## src/rtl/vit_pkg.sv

```systemverilog
`default_nettype none
// ============================================================================
// Module      : vit_pkg
// Description : Shared types and constants for the Viterbi decoder frame
//               sequencer (FSM states, symbol-pair type, default tail length).
// Revision    : 1.0 - initial release
// ============================================================================
package vit_pkg;

    // Frame sequencer states
    typedef enum logic [1:0] {
        ST_IDLE  = 2'd0,
        ST_FILL  = 2'd1,
        ST_FLUSH = 2'd2,
        ST_TRACE = 2'd3
    } vit_state_t;

    // One received symbol pair as presented to the branch-metric bank
    typedef logic [1:0] sym_pair_t;

    // Zero-tail length for a K=3 encoder (K-1 flush symbols)
    localparam int c_default_tail_len = 2;

endpackage : vit_pkg
`default_nettype wire

```

## src/rtl/vit_tb_watchdog.sv

```systemverilog
`default_nettype none
// ============================================================================
// Module      : vit_tb_watchdog
// Description : Traceback watchdog. Counts cycles while enabled and flags
//               expiry in the TB_TIMEOUT-th enabled cycle. The count clears
//               whenever the enable drops, so each traceback starts fresh.
// Revision    : 1.0 - initial release
// ============================================================================
module vit_tb_watchdog #(
    parameter  int TB_TIMEOUT = 1024,
    localparam int CNT_W      = $clog2(TB_TIMEOUT + 1)
) (
    input  logic clk,
    input  logic rst,
    input  logic en,
    output logic expired
);

    localparam logic [CNT_W-1:0] c_cnt_last = CNT_W'(TB_TIMEOUT - 1);

    logic [CNT_W-1:0] r_cnt;

    // Cycle counter: saturates at the limit, clears when not tracing
    always_ff @(posedge clk) begin
        if (rst || !en) begin
            r_cnt <= '0;
        end else if (r_cnt != c_cnt_last) begin
            r_cnt <= r_cnt + 1'b1;
        end
    end

    assign expired = en && (r_cnt == c_cnt_last);

endmodule : vit_tb_watchdog
`default_nettype wire

```

## src/rtl/vit_frame_ctrl.sv

```systemverilog
`default_nettype none
// ============================================================================
// Module      : vit_frame_ctrl
// Description : Viterbi frame sequencer. Accepts symbol pairs, drives the
//               BMC/ACS/survivor-memory enables, appends the zero tail,
//               launches traceback and reports frame completion.
//               Optional traceback watchdog: VIT_FRAME_CTRL_TB_TIMEOUT_EN.
// Revision    : 1.0 - initial release
// ============================================================================
module vit_frame_ctrl
    import vit_pkg::*;
#(
    parameter  int FRAME_LEN  = 64,
    parameter  int TAIL_LEN   = c_default_tail_len,
    parameter  int TB_TIMEOUT = 1024,
    localparam int ADDR_W     = $clog2(FRAME_LEN + TAIL_LEN)
) (
    input  logic              clk,
    input  logic              rst,
    input  logic              start,
    input  logic              in_valid,
    output logic              in_ready,
    input  logic [1:0]        in_rx_pair,
    output logic [1:0]        bmc_rx_pair,
    output logic              acs_en,
    output logic              mem_wr_en,
    output logic [ADDR_W-1:0] mem_wr_addr,
    output logic              tb_start,
    output logic [ADDR_W-1:0] tb_addr,
    input  logic              tb_done,
    output logic              busy,
    output logic              frame_done,
    output logic              tb_err
);

    localparam logic [ADDR_W-1:0] c_fill_last = ADDR_W'(FRAME_LEN - 1);
    localparam logic [ADDR_W-1:0] c_step_last = ADDR_W'(FRAME_LEN + TAIL_LEN - 1);

    vit_state_t        r_state;
    logic [ADDR_W-1:0] r_step;
    logic              r_in_ready;
    sym_pair_t         r_bmc_rx_pair;
    logic              r_acs_en;
    logic              r_mem_wr_en;
    logic [ADDR_W-1:0] r_mem_wr_addr;
    logic              r_tb_start;
    logic [ADDR_W-1:0] r_tb_addr;
    logic              r_busy;
    logic              r_frame_done;
    logic              r_tb_err;
    logic              w_wd_expired;

`ifdef VIT_FRAME_CTRL_TB_TIMEOUT_EN
    vit_tb_watchdog #(
        .TB_TIMEOUT (TB_TIMEOUT)
    ) u_tb_watchdog (
        .clk     (clk),
        .rst     (rst),
        .en      (r_state == ST_TRACE),
        .expired (w_wd_expired)
    );
`else
    assign w_wd_expired = 1'b0;
`endif

    // Frame FSM, step counter, symbol register and all registered outputs
    always_ff @(posedge clk) begin
        if (rst) begin
            r_state       <= ST_IDLE;
            r_step        <= '0;
            r_in_ready    <= 1'b0;
            r_bmc_rx_pair <= 2'b00;
            r_acs_en      <= 1'b0;
            r_mem_wr_en   <= 1'b0;
            r_mem_wr_addr <= '0;
            r_tb_start    <= 1'b0;
            r_tb_addr     <= '0;
            r_busy        <= 1'b0;
            r_frame_done  <= 1'b0;
            r_tb_err      <= 1'b0;
        end else begin
            // Pulse-type outputs default low; bmc_rx_pair holds
            r_acs_en      <= 1'b0;
            r_mem_wr_en   <= 1'b0;
            r_mem_wr_addr <= '0;
            r_tb_start    <= 1'b0;
            r_tb_addr     <= '0;
            r_frame_done  <= 1'b0;
            r_tb_err      <= 1'b0;
            case (r_state)
                ST_IDLE: begin
                    // A start coinciding with the frame_done pulse is dropped
                    if (start && !r_frame_done) begin
                        r_state    <= ST_FILL;
                        r_step     <= '0;
                        r_in_ready <= 1'b1;
                        r_busy     <= 1'b1;
                    end
                end
                ST_FILL: begin
                    // in_ready is high throughout FILL, so in_valid alone is a beat
                    if (in_valid) begin
                        r_bmc_rx_pair <= in_rx_pair;
                        r_acs_en      <= 1'b1;
                        r_mem_wr_en   <= 1'b1;
                        r_mem_wr_addr <= r_step;
                        r_step        <= r_step + 1'b1;
                        if (r_step == c_fill_last) begin
                            r_state    <= ST_FLUSH;
                            r_in_ready <= 1'b0;
                        end
                    end
                end
                ST_FLUSH: begin
                    r_bmc_rx_pair <= 2'b00;
                    r_acs_en      <= 1'b1;
                    r_mem_wr_en   <= 1'b1;
                    r_mem_wr_addr <= r_step;
                    r_step        <= r_step + 1'b1;
                    if (r_step == c_step_last) begin
                        r_state    <= ST_TRACE;
                        r_step     <= '0;
                        r_tb_start <= 1'b1;
                        r_tb_addr  <= c_step_last;
                    end
                end
                ST_TRACE: begin
                    // tb_done takes priority over a coincident watchdog expiry
                    if (tb_done) begin
                        r_state      <= ST_IDLE;
                        r_busy       <= 1'b0;
                        r_frame_done <= 1'b1;
                    end else if (w_wd_expired) begin
                        r_state  <= ST_IDLE;
                        r_busy   <= 1'b0;
                        r_tb_err <= 1'b1;
                    end
                end
                default: begin
                    r_state    <= ST_IDLE;
                    r_in_ready <= 1'b0;
                    r_busy     <= 1'b0;
                end
            endcase
        end
    end

    assign in_ready    = r_in_ready;
    assign bmc_rx_pair = r_bmc_rx_pair;
    assign acs_en      = r_acs_en;
    assign mem_wr_en   = r_mem_wr_en;
    assign mem_wr_addr = r_mem_wr_addr;
    assign tb_start    = r_tb_start;
    assign tb_addr     = r_tb_addr;
    assign busy        = r_busy;
    assign frame_done  = r_frame_done;
    assign tb_err      = r_tb_err;

endmodule : vit_frame_ctrl
`default_nettype wire
```

## config.mk

```make
export PLATFORM = sky130hd
export DESIGN_NAME = vit_frame_ctrl
export DESIGN_NICKNAME = d
export VERILOG_FILES = /design/src/rtl/vit_pkg.sv /design/src/rtl/vit_tb_watchdog.sv /design/src/rtl/vit_frame_ctrl.sv
export SDC_FILE = /design/constraint.sdc
export NUM_CORES = 1
export LEC_CHECK = 0
export BUFFER_PORTS_ARGS = -buffer_cell sky130_fd_sc_hd__buf_2
export CORE_MARGIN = 1.5
export CORE_UTILIZATION = 45
export CTS_BUF_LIST = sky130_fd_sc_hd__clkbuf_16
export DETAILED_ROUTE_END_ITERATION = 8
export MAX_ROUTING_LAYER = met4
export PLACE_DENSITY = 0.76
export SLEW_MARGIN = 20
export SYNTH_ARGS = -nofsm -noshare
export SYNTH_HDL_FRONTEND = slang
export SYNTH_SLANG_ARGS = --single-unit
```

## constraint.sdc

```tcl
create_clock -name clk -period 4.47 [get_ports clk]
set_input_delay 0.6705 -clock clk [delete_from_list [all_inputs] [get_ports clk]]
set_output_delay 0.6705 -clock clk [all_outputs]
set_load 0.05 [all_outputs]
```

==> qor.csv, run 1 <==
metric;value;unit
horizontal die dimension;52.78;µm
Post-Route WL;2036;µm
post-cts hold buffer count;0;
combinational share of power;0.428;
Setup violations, final;0;
peak clock frequency supported by timing;528.9;MHz
Slew Limit Fails;0;
total power;795.3;µW
area overhead of the layout relative to synthesis;16.16;%
core region area;0.002276;mm²
number of cells on the worst reg-to-reg path;6;
Power Dens Cells;614.2;mW/mm²
top_reg_cell synth;sky130_fd_sc_hd__dfxtp_1;
GRT overflow;0;
placed inst area;0.001216;mm²
Clock Power Share;0.236;
Worst R2R Start;r_state[1];
fraction of layout cells with a size suffix above 1;0.2153;
sequential share of power;0.336;
Total GRT Usage;0.1809;
clock network latency to the later pin of the worst-skew pair;0.25;ns
result of the run;finished clean;
Mapped Cells;121;
overall die height;52.78;µm
first-pass GRT wire length;3560;µm
die area;0.002785;mm²
internal reg-to-reg setup slack;2.58;ns
drt wl/cell;11.84;µm
Critical path origin;r_state[1];
worst hold path depth;2;
Arrival @ worst endpoint;2.08;ns
final non-filler cell total;172;
Sw Pwr;321.9;µW
number of flip-flops and latches in the synthesized netlist;23;
share of the clock period used by the worst path after layout;0.4230;
post-cts sizing count;0;
Antenna Violating Nets Remaining;0;
smallest setup slack after layout;2.579;ns
TritonCTS clock tree;built;
Core Rows;17;
switching share of total power;0.4047;
sort of element at the end of the critical path;flip-flop;
sum of negative setup slack;0;ns
final period demand of the worst path;1.891;ns
number of diodes;0;
Crit Path Category;flip-flop to flip-flop;
Leakage Power;0.5689;nW
count of final hold-check violations;0;
starting density of the core;0.4898;
mapped cell area;0.001115;mm²
Clock Skews;0.001156;ns
setup repair after global routing missed its margin;false;
count of clock tree sinks;23;
number of max-capacitance violations reported;0;
worst hold start;bmc_rx_pair[1];
mean number of vias per cell;5.308;
count of boundary I/O pins;30;
maximum number of pins on one net before global-route repair;13;
Worst Setup Slack post-DPL;2.592;ns
clock slew seen by the registers of the worst setup and hold paths;0.06;ns
EDFF count, synth;0;
GP Congestion;0.9107;
worst hold slack across all endpoints;0.4544;ns
CTS HTree Levels;1;
kind of launch point of the worst setup path;flip-flop;
design area;0.001295;mm²
crit path max fanout;6;
number of different library cells in the post-synthesis netlist;35;
number of antenna violations at the first check in global routing;0;
Layout Nets;160;
number of buffers inserted by port buffering;23;
count of vias placed by the detailed router;913;
DRC violations left;0;
endpoint of the most critical register-to-register path;r_step[5];
HPWL Detailed;1560;µm
commonest non-fill, non-tap cells in the layout;sky130_fd_sc_hd__dfxtp_1, sky130_fd_sc_hd__buf_2, sky130_fd_sc_hd__a21oi_1, sky130_fd_sc_hd__nand2_1, sky130_fd_sc_hd__ha_1;
Final Core Density;0.5690;
number of buffers inserted during clock tree synthesis;3;
sequential share of the synthesized area;0.4130;
Max VDD drop;0.4132;mV
type of the most critical hold path;flip-flop to flip-flop;
Post-Syn Area per Cell;9.213;µm²
detailed-router iteration count before antenna repair;4;
placed insts;168;
maximum clock path buffer count;2;
WP data required;4.66;ns
asr flop ratio synth;0;
postcts setup bufs;0;
hold worst-path end;bmc_rx_pair[1];
via count of the first global-routing pass;817;
internal power component;473.4;µW
Synth Warn #;0;
Root Buffer;sky130_fd_sc_hd__clkbuf_16;
number of DRC violations after detailed-routing iteration 0;15;
[flip-flops by register name (all words and copies together), names as in the netlist]
name,flops
tb_addr,1
busy,1
bmc_rx_pair,2
r_step,7
mem_wr_en,1
r_state,2
mem_wr_addr,7
frame_done,1
in_ready,1
[cell usage after synthesis, drive strengths merged (2+ instances only)]
library cell   n  area, µm²
a211oi         4      35.03
a21oi         10      50.05
and2           5      31.28
and3           2      12.51
buf            9      67.56
dfxtp         23      460.4
ha             8      100.1
inv            8      30.03
nand2          9      33.78
nand2b         2      20.02
nand4b         2      17.52
nor2           7      26.28
nor2b          4      32.53
nor3           2      10.01
o21ai          5      25.02
o21bai         2      15.01
or3            4      25.02
xnor2          2      17.52
[cell families (layout without fill, tap and decap cells)]
| family | Yosys count | in the layout | share of synthesized area |
|---|---|---|---|
| AO/OA/AOI/OAI | 28 | 28 | 0.1684 |
| other | 1 | 6 | 0.003364 |
| flip-flops | 23 | 23 | 0.4130 |
| AND/OR/NAND/NOR | 41 | 41 | 0.2132 |
| XOR/XNOR | 2 | 2 | 0.01572 |
| adder cells (fa/ha/maj) | 8 | 8 | 0.08979 |
| buffers and inverters | 17 | 35 | 0.08754 |
| multiplexers | 1 | 1 | 0.008979 |
[metal layers]
| metal | up-vias | wire length (µm) | global-route usage |
|---|---|---|---|
| li1 | 451 | - | - |
| met1 | 424 | 915 | 0.2098 |
| met2 | 31 | 934 | 0.2875 |
| met3 | 7 | 112 | 0.02857 |
| met4 | 0 | 74 | 0.1197 |
| met5 | - | 0 | - |
[worst max-delay path: stages, from the launching register on]
cell and delay (ns):
sky130_fd_sc_hd__dfxtp_1 0.40, sky130_fd_sc_hd__inv_1 0.10, sky130_fd_sc_hd__ha_1 0.26, sky130_fd_sc_hd__nor2b_4 0.16
sky130_fd_sc_hd__a2111o_1 0.42, sky130_fd_sc_hd__or3_1 0.35, sky130_fd_sc_hd__a21oi_1 0.14
[final cells by class]
type | instances | area [µm²]
fillers | 202 | 980.9
multi-input cells | 86 | 575.6
flip-flops and latches | 23 | 460.4
repair buffers | 23 | 115.1
clock buffers | 3 | 75.07
well taps | 28 | 35.03
inverters | 8 | 30.03
clock inverters | 1 | 3.754
[power groups by stage]
stage	Sequential [mW]	Clock [mW]	Combinational, mW
after floorplan	0.324	0	0.223
after global placement	0.269	0	0.330
after detailed placement	0.273	0	0.336
after CTS	0.267	0.192	0.341
after global routing	0.273	0.199	0.374
final	0.267	0.188	0.341
[how the worst max path moves through the flow]
stage / to / slack, ns / cells past startpoint
detailed placement: r_step[5] / 2.59 / 6
CTS: r_step[5] / 2.57 / 6
global placement: r_step[5] / 2.63 / 5
finish: r_step[5] / 2.58 / 6
global route: r_step[5] / 2.38 / 6
floorplan: r_step[5] / 2.73 / 6
No activity file was read; power rests on OpenSTA's default activity.
==> run 2: changes to the inputs <==
- clock period: 4.47 -> 1.9 ns (I/O delays scaled with it)
==> qor.csv, run 2 (synthesized netlist as in run 1, its figures left out) <==
metric;value;unit;change
first-pass GRT wire length;3622;µm;+1.7%
DRC violations left;0;;unchanged
fraction of layout cells with a size suffix above 1;0.2534;;+0.03815
Power Dens Cells;1480;mW/mm²;+140%
drt wl/cell;13.35;µm;+13%
Final Core Density;0.5800;;+0.01099
TritonCTS clock tree;built;;
number of DRC violations after detailed-routing iteration 0;19;;+4
post-route met1 wirelength;978;µm;+6.9%
HPWL Detailed;1688;µm;+8.2%
share of the clock period used by the worst path after layout;0.9464;;+0.5235
clock network latency to the later pin of the worst-skew pair;0.26;ns;about the same
Setup violations, final;0;;unchanged
Antenna Violating Nets Remaining;0;;unchanged
metal3 WL;127;µm;+13%
kind of launch point of the worst setup path;flip-flop;;
number of buffers inserted by port buffering;23;;unchanged
Crit path largest cell delay;0.43;ns;about the same
instance count on the critical path;6;;unchanged
mean number of vias per cell;5.397;;+1.7%
Worst path slowest cell;sky130_fd_sc_hd__a2111o_1;;
Arrival @ worst endpoint;1.99;ns;-0.09 ns
sum of buffers and inverters on the critical path;1;;unchanged
endpoint of the most critical register-to-register path;r_step[5];;
setup repair after global routing missed its margin;false;;
most common cell after layout, fill and taps aside;sky130_fd_sc_hd__buf_2;;
core region area;0.002276;mm²;unchanged
GP Congestion;0.9201;;+1.0%
maximum number of pins on one net before global-route repair;14;;+1
clock slew seen by the registers of the worst setup and hold paths;0.06;ns;about the same
result of the run;finished clean;;
commonest non-fill, non-tap cells in the layout;sky130_fd_sc_hd__buf_2, sky130_fd_sc_hd__dfxtp_1, sky130_fd_sc_hd__a21oi_1, sky130_fd_sc_hd__nand2_1, sky130_fd_sc_hd__ha_1;;
Clock Skews;0.003088;ns;+0.001932 ns
count of final hold-check violations;0;;unchanged
maximum clock path buffer count;2;;unchanged
Slew Limit Fails;0;;unchanged
count of clock tree sinks;23;;unchanged
post-cts hold buffer count;0;;unchanged
via count of the first global-routing pass;879;;+7.6%
WP data required;2.09;ns;-2.57 ns
postcts setup bufs;0;;unchanged
Layout Nets;162;;+1.3%
count of boundary I/O pins;30;;unchanged
horizontal die dimension;52.78;µm;unchanged
detailed-router iteration count before antenna repair;4;;unchanged
CTS HTree Levels;1;;unchanged
starting density of the core;0.4898;;unchanged
met2 wirelength from detailed routing;1207;µm;+29%
worst hold path depth;2;;unchanged
GRT overflow;0;;unchanged
Leakage Power;0.5783;nW;+1.7%
Max VDD drop;1.324;mV;+220%
Worst R2R Start;r_state[1];;
Post-Route WL;2323;µm;+14%
Root Buffer;sky130_fd_sc_hd__clkbuf_16;;
top routing layer in use;met4;;
final period demand of the worst path;1.798;ns;-0.09247 ns
number of diodes;0;;unchanged
number of buffers inserted during clock tree synthesis;3;;unchanged
Core Rows;17;;unchanged
internal reg-to-reg setup slack;0.10;ns;-2.48 ns
Total GRT Usage;0.1823;;+0.001388
Crit Path Category;flip-flop to flip-flop;;
count of vias placed by the detailed router;939;;+2.8%
number of max-capacitance violations reported;0;;unchanged
area overhead of the layout relative to synthesis;18.41;%;
Fill cells;216;;+6.9%
sum of negative setup slack;0;ns;unchanged
worst hold start;tb_done;;
post-cts sizing count;0;;unchanged
cell chain of the critical path;inv_1 > ha_1 > nor2b_4 > a2111o_1 > or3_1 > a21oi_1;;
number of cells on the worst reg-to-reg path;6;;unchanged
overall die height;52.78;µm;unchanged
die area;0.002785;mm²;unchanged
hold worst-path end;frame_done;;
type of the most critical hold path;input pin to flip-flop;;
peak clock frequency supported by timing;556.1;MHz;+5.1%
crit path max fanout;5;;-1
number of antenna violations at the first check in global routing;0;;unchanged
Worst path top cell family by delay;compound AO/OA/AOI/OAI gates;;
sort of element at the end of the critical path;flip-flop;;
run 2: changes by cell type in the layout (fill, tap and decap cells not counted):
cell,delta
sky130_fd_sc_hd__dfxtp_1,-2
sky130_fd_sc_hd__inv_1,-1
sky130_fd_sc_hd__o2111ai_2,+1
sky130_fd_sc_hd__o2111ai_1,-1
sky130_fd_sc_hd__dfxtp_2,+2
sky130_fd_sc_hd__clkinv_2,+1
sky130_fd_sc_hd__buf_4,+2
run 2: per-layer routing:
metal  track usage  up-vias
met1        0.1910      449
li1              -      459
met4       0.04274        0
met2        0.3229       29
met5             -        -
met3       0.06857        2
run 2: area by class of cell:
type                            instances  area (µm²)  share of cell area
Clock buffer                            3       75.07             0.05687
Clock inverter                          1       5.005            0.003791
Inverter                                8       30.03             0.02275
Multi-Input combinational cell         86       581.8              0.4408
Sequential cell                        23       462.9              0.3507
Tap cell                               28       35.03             0.02654
Timing Repair Buffer                   25       130.1             0.09858
run 2: worst max-delay path by stage:
| stage | start | slack, ns | to |
|---|---|---|---|
| finish | r_state[1] | 0.10 | r_step[5] |
| global placement | r_state[1] | 0.17 | r_step[5] |
| floorplan | r_state[1] | 0.16 | r_step[5] |
| CTS | r_state[1] | 0.05 | r_step[5] |
| global route | r_state[1] | 0.02 | r_step[5] |
| detailed placement | r_state[1] | 0.09 | r_step[5] |
run 2: metrics by stage:
step | instances | hold WS [ns] | setup slack [ns] | power [mW] | cell area, µm²
floorplan | 126 | 0.3541 | 0.1583 | 1.286 | 1134
global placement | 170 | 0.4386 | 0.1700 | 1.441 | 1231
detailed placement | 170 | 0.4534 | 0.09288 | 1.470 | 1231
CTS | 174 | 0.2907 | 0.04692 | 1.941 | 1311
global route | 174 | 0.3063 | 0.02122 | 2.058 | 1320
finish | 174 | 0.2891 | 0.1018 | 1.953 | 1320
run 2: power by group:
part / internal (mW) / switching, mW / total, mW / leakage (nW)
Combinational: 0.300 / 0.559 / 0.859 / 0.350
Sequential: 0.564 / 0.0718 / 0.636 / 0.187
Clock: 0.283 / 0.175 / 0.458 / 0.0409
Total: 1.15 / 0.806 / 1.95 / 0.578
==> run 3: changes to the inputs <==
- ABC_AREA: not set -> 1
- GPL_ROUTABILITY_DRIVEN: not set -> 0
- PLACE_DENSITY: 0.76 -> 0.75
==> qor.csv, run 3 <==
metric;value;unit;change
Sw Pwr;936.8;µW;+16%
count of final hold-check violations;0;;unchanged
endpoint of the most critical register-to-register path;r_state[0];;
number of antenna violations at the first check in global routing;0;;unchanged
sequential share of the synthesized area;0.3747;;-0.03827
drt wl/cell;10.99;µm;-18%
Crit path largest cell delay;0.37;ns;-0.06 ns
fraction of layout cells with a size suffix above 1;0.2880;;+0.03462
worst hold path depth;3;;+1
Worst Setup Slack post-DPL;0.3793;ns;+0.2865 ns
top_reg_cell synth;sky130_fd_sc_hd__dfxtp_1;;
Root Buffer;sky130_fd_sc_hd__clkbuf_16;;
clock network latency to the later pin of the worst-skew pair;0.25;ns;about the same
DRC violations left;0;;unchanged
CTS HTree Levels;1;;unchanged
Core Rows;18;;+1
mean number of vias per cell;4.724;;-12%
design area;0.001408;mm²;+6.6%
kind of launch point of the worst setup path;flip-flop;;
maximum number of pins on one net before global-route repair;14;;unchanged
postcts setup bufs;0;;unchanged
crit path max fanout;5;;unchanged
clock slew seen by the registers of the worst setup and hold paths;0.06;ns;about the same
number of different library cells in the post-synthesis netlist;25;;-29%
Total GRT Usage;0.1657;;-0.01657
number of DRC violations after detailed-routing iteration 0;25;;+6
asr flop ratio synth;0;;unchanged
sort of element at the end of the critical path;flip-flop;;
sum of negative setup slack;0;ns;unchanged
Post-Route WL;2351;µm;+1.2%
post-synth top area cell;sky130_fd_sc_hd__dfxtp_1;;
Crit Path Category;flip-flop to flip-flop;;
count of vias placed by the detailed router;1011;;+7.7%
number of flip-flops and latches in the synthesized netlist;23;;unchanged
Layout Nets;200;;+23%
final period demand of the worst path;1.527;ns;-0.2715 ns
cell chain of the critical path;inv_1 > ha_1 > nand2_2 > nand2_1 > nor2_2 > nand3_2 > nand2_1 > inv_1 > nor2_1;;
Slew Limit Fails;0;;unchanged
Leakage Power;0.6964;nW;+20%
WP data required;2.09;ns;about the same
internal reg-to-reg setup slack;0.37;ns;+0.27 ns
Antenna Violating Nets Remaining;0;;unchanged
Power Dens Cells;1471;mW/mm²;-0.56%
Max VDD drop;1.061;mV;-20%
peak clock frequency supported by timing;655.0;MHz;+18%
EDFF count, synth;0;;unchanged
Mapped Cells;162;;+34%
number of max-capacitance violations reported;0;;unchanged
post-cts sizing count;0;;unchanged
die area;0.003053;mm²;+9.6%
Post-Syn Area per Cell;7.584;µm²;-18%
switching share of total power;0.4523;;+0.03966
worst hold slack across all endpoints;0.2846;ns;-0.004428 ns
maximum clock path buffer count;2;;unchanged
post-cts hold buffer count;0;;unchanged
placed inst area;0.001328;mm²;+7.8%
number of buffers inserted during clock tree synthesis;3;;unchanged
overall die height;55.26;µm;+4.7%
starting density of the core;0.4871;;-0.002726
setup repair after global routing missed its margin;false;;
count of boundary I/O pins;30;;unchanged
share of the synthesized area in the top cell type;0.3747;;-0.03827
area overhead of the layout relative to synthesis;14.56;%;
sequential share of power;0.297;;-0.029
GRT overflow;0;;unchanged
smallest setup slack after layout;0.3732;ns;+0.2715 ns
Arrival @ worst endpoint;1.72;ns;-0.27 ns
mapped cell area;0.001229;mm²;+10%
share of the clock period used by the worst path after layout;0.8036;;-0.1429
worst hold start;tb_done;;
Setup violations, final;0;;unchanged
number of cells on the worst reg-to-reg path;9;;+3
Worst R2R Start;r_state[1];;
horizontal die dimension;55.26;µm;+4.7%
internal power component;1.134;mW;-1.1%
number of diodes;0;;unchanged
Synth area leaders;sky130_fd_sc_hd__dfxtp_1, sky130_fd_sc_hd__ha_1, sky130_fd_sc_hd__inv_1, sky130_fd_sc_hd__nand2_1, sky130_fd_sc_hd__nor2_1;;
type of the most critical hold path;input pin to flip-flop;;
via count of the first global-routing pass;997;;+13%
detailed-router iteration count before antenna repair;4;;unchanged
number of buffers inserted by port buffering;23;;unchanged
commonest non-fill, non-tap cells in the layout;sky130_fd_sc_hd__inv_1, sky130_fd_sc_hd__nand2_1, sky130_fd_sc_hd__nor2_1, sky130_fd_sc_hd__dfxtp_1, sky130_fd_sc_hd__buf_2;;
TritonCTS clock tree;built;;
Worst path slowest cell;sky130_fd_sc_hd__dfxtp_1;;
count of clock tree sinks;23;;unchanged
Synth Warn #;0;;unchanged
Clock Skews;0.001766;ns;-0.001321 ns
Fill cells;236;;+9.3%
result of the run;finished clean;;
combinational share of power;0.486;;+0.046
ranking of synthesized cells by instance count;sky130_fd_sc_hd__inv_1, sky130_fd_sc_hd__nand2_1, sky130_fd_sc_hd__nor2_1, sky130_fd_sc_hd__dfxtp_1, sky130_fd_sc_hd__buf_4;;
first-pass GRT wire length;3967;µm;+9.5%
Clock Power Share;0.218;;-0.017
HPWL Detailed;1713;µm;+1.5%
hold worst-path end;frame_done;;
core region area;0.002522;mm²;+11%
-- run 3: layout make-up --
| cell class | count | area [µm²] | share of cell area |
|---|---|---|---|
| repair buffers | 23 | 115.1 | 0.08178 |
| inverters | 28 | 107.6 | 0.07644 |
| multi-input cells | 106 | 606.8 | 0.4311 |
| well taps | 30 | 37.54 | 0.02667 |
| clock buffers | 3 | 75.07 | 0.05333 |
| clock inverters | 1 | 5.005 | 0.003556 |
| flip-flops and latches | 23 | 460.4 | 0.3271 |
-- run 3: worst max-delay path, delay by kind of cell, from the launching register on --
kind / cells / cell delay [ns]
buffers and inverters: 2 / 0.15
flip-flops: 1 / 0.37
AND/OR/NAND/NOR: 6 / 0.67
adder cells (fa/ha/maj): 1 / 0.28
-- run 3: power groups by stage --
stage                     Combinational (mW)  Clock, mW  Sequential, mW
after floorplan                        0.696          0           0.745
after global placement                 0.963          0           0.619
after detailed placement               0.992          0           0.623
after CTS                               1.01      0.460           0.613
after global routing                    1.11      0.475           0.625
final                                   1.01      0.451           0.615
-- run 3: stage by stage --
step                power, mW  utilization  instances
floorplan               1.441            -        167
CTS                     2.083       0.5580        214
detailed placement      1.615       0.5263        210
global route            2.213       0.5580        214
finish                  2.071       0.5580        214
global placement        1.581       0.5263        210
-- run 3: worst max path at each step --
stage,from,end,slack (ns),cells past startpoint
final,r_state[1],r_state[0],0.37,9
after floorplan,r_state[1],r_state[0],0.58,9
after global routing,r_state[0],r_state[1],0.23,9
after CTS,r_state[1],r_state[0],0.36,9
after detailed placement,r_state[1],r_state[0],0.38,9
after global placement,r_state[1],r_state[1],0.44,9
-- run 3: kinds of logic after synthesis --
kind of cell,after synthesis,synth area share
buf+inv,38,0.1466
other cells,1,0.003052
xor+xnor,2,0.01426
flops,23,0.3747
simple gates,79,0.3330
fa+ha+maj,8,0.08147
compound gates,11,0.04685
-- run 3: routing by layer --
layer  wire length [µm]  vias up  global-route usage
met2               1181       35              0.2823
met1                988      451              0.1830
li1                   -      518                   -
met5                  0        -                   -
met4                 70        0              0.1045
met3                112        7             0.01874
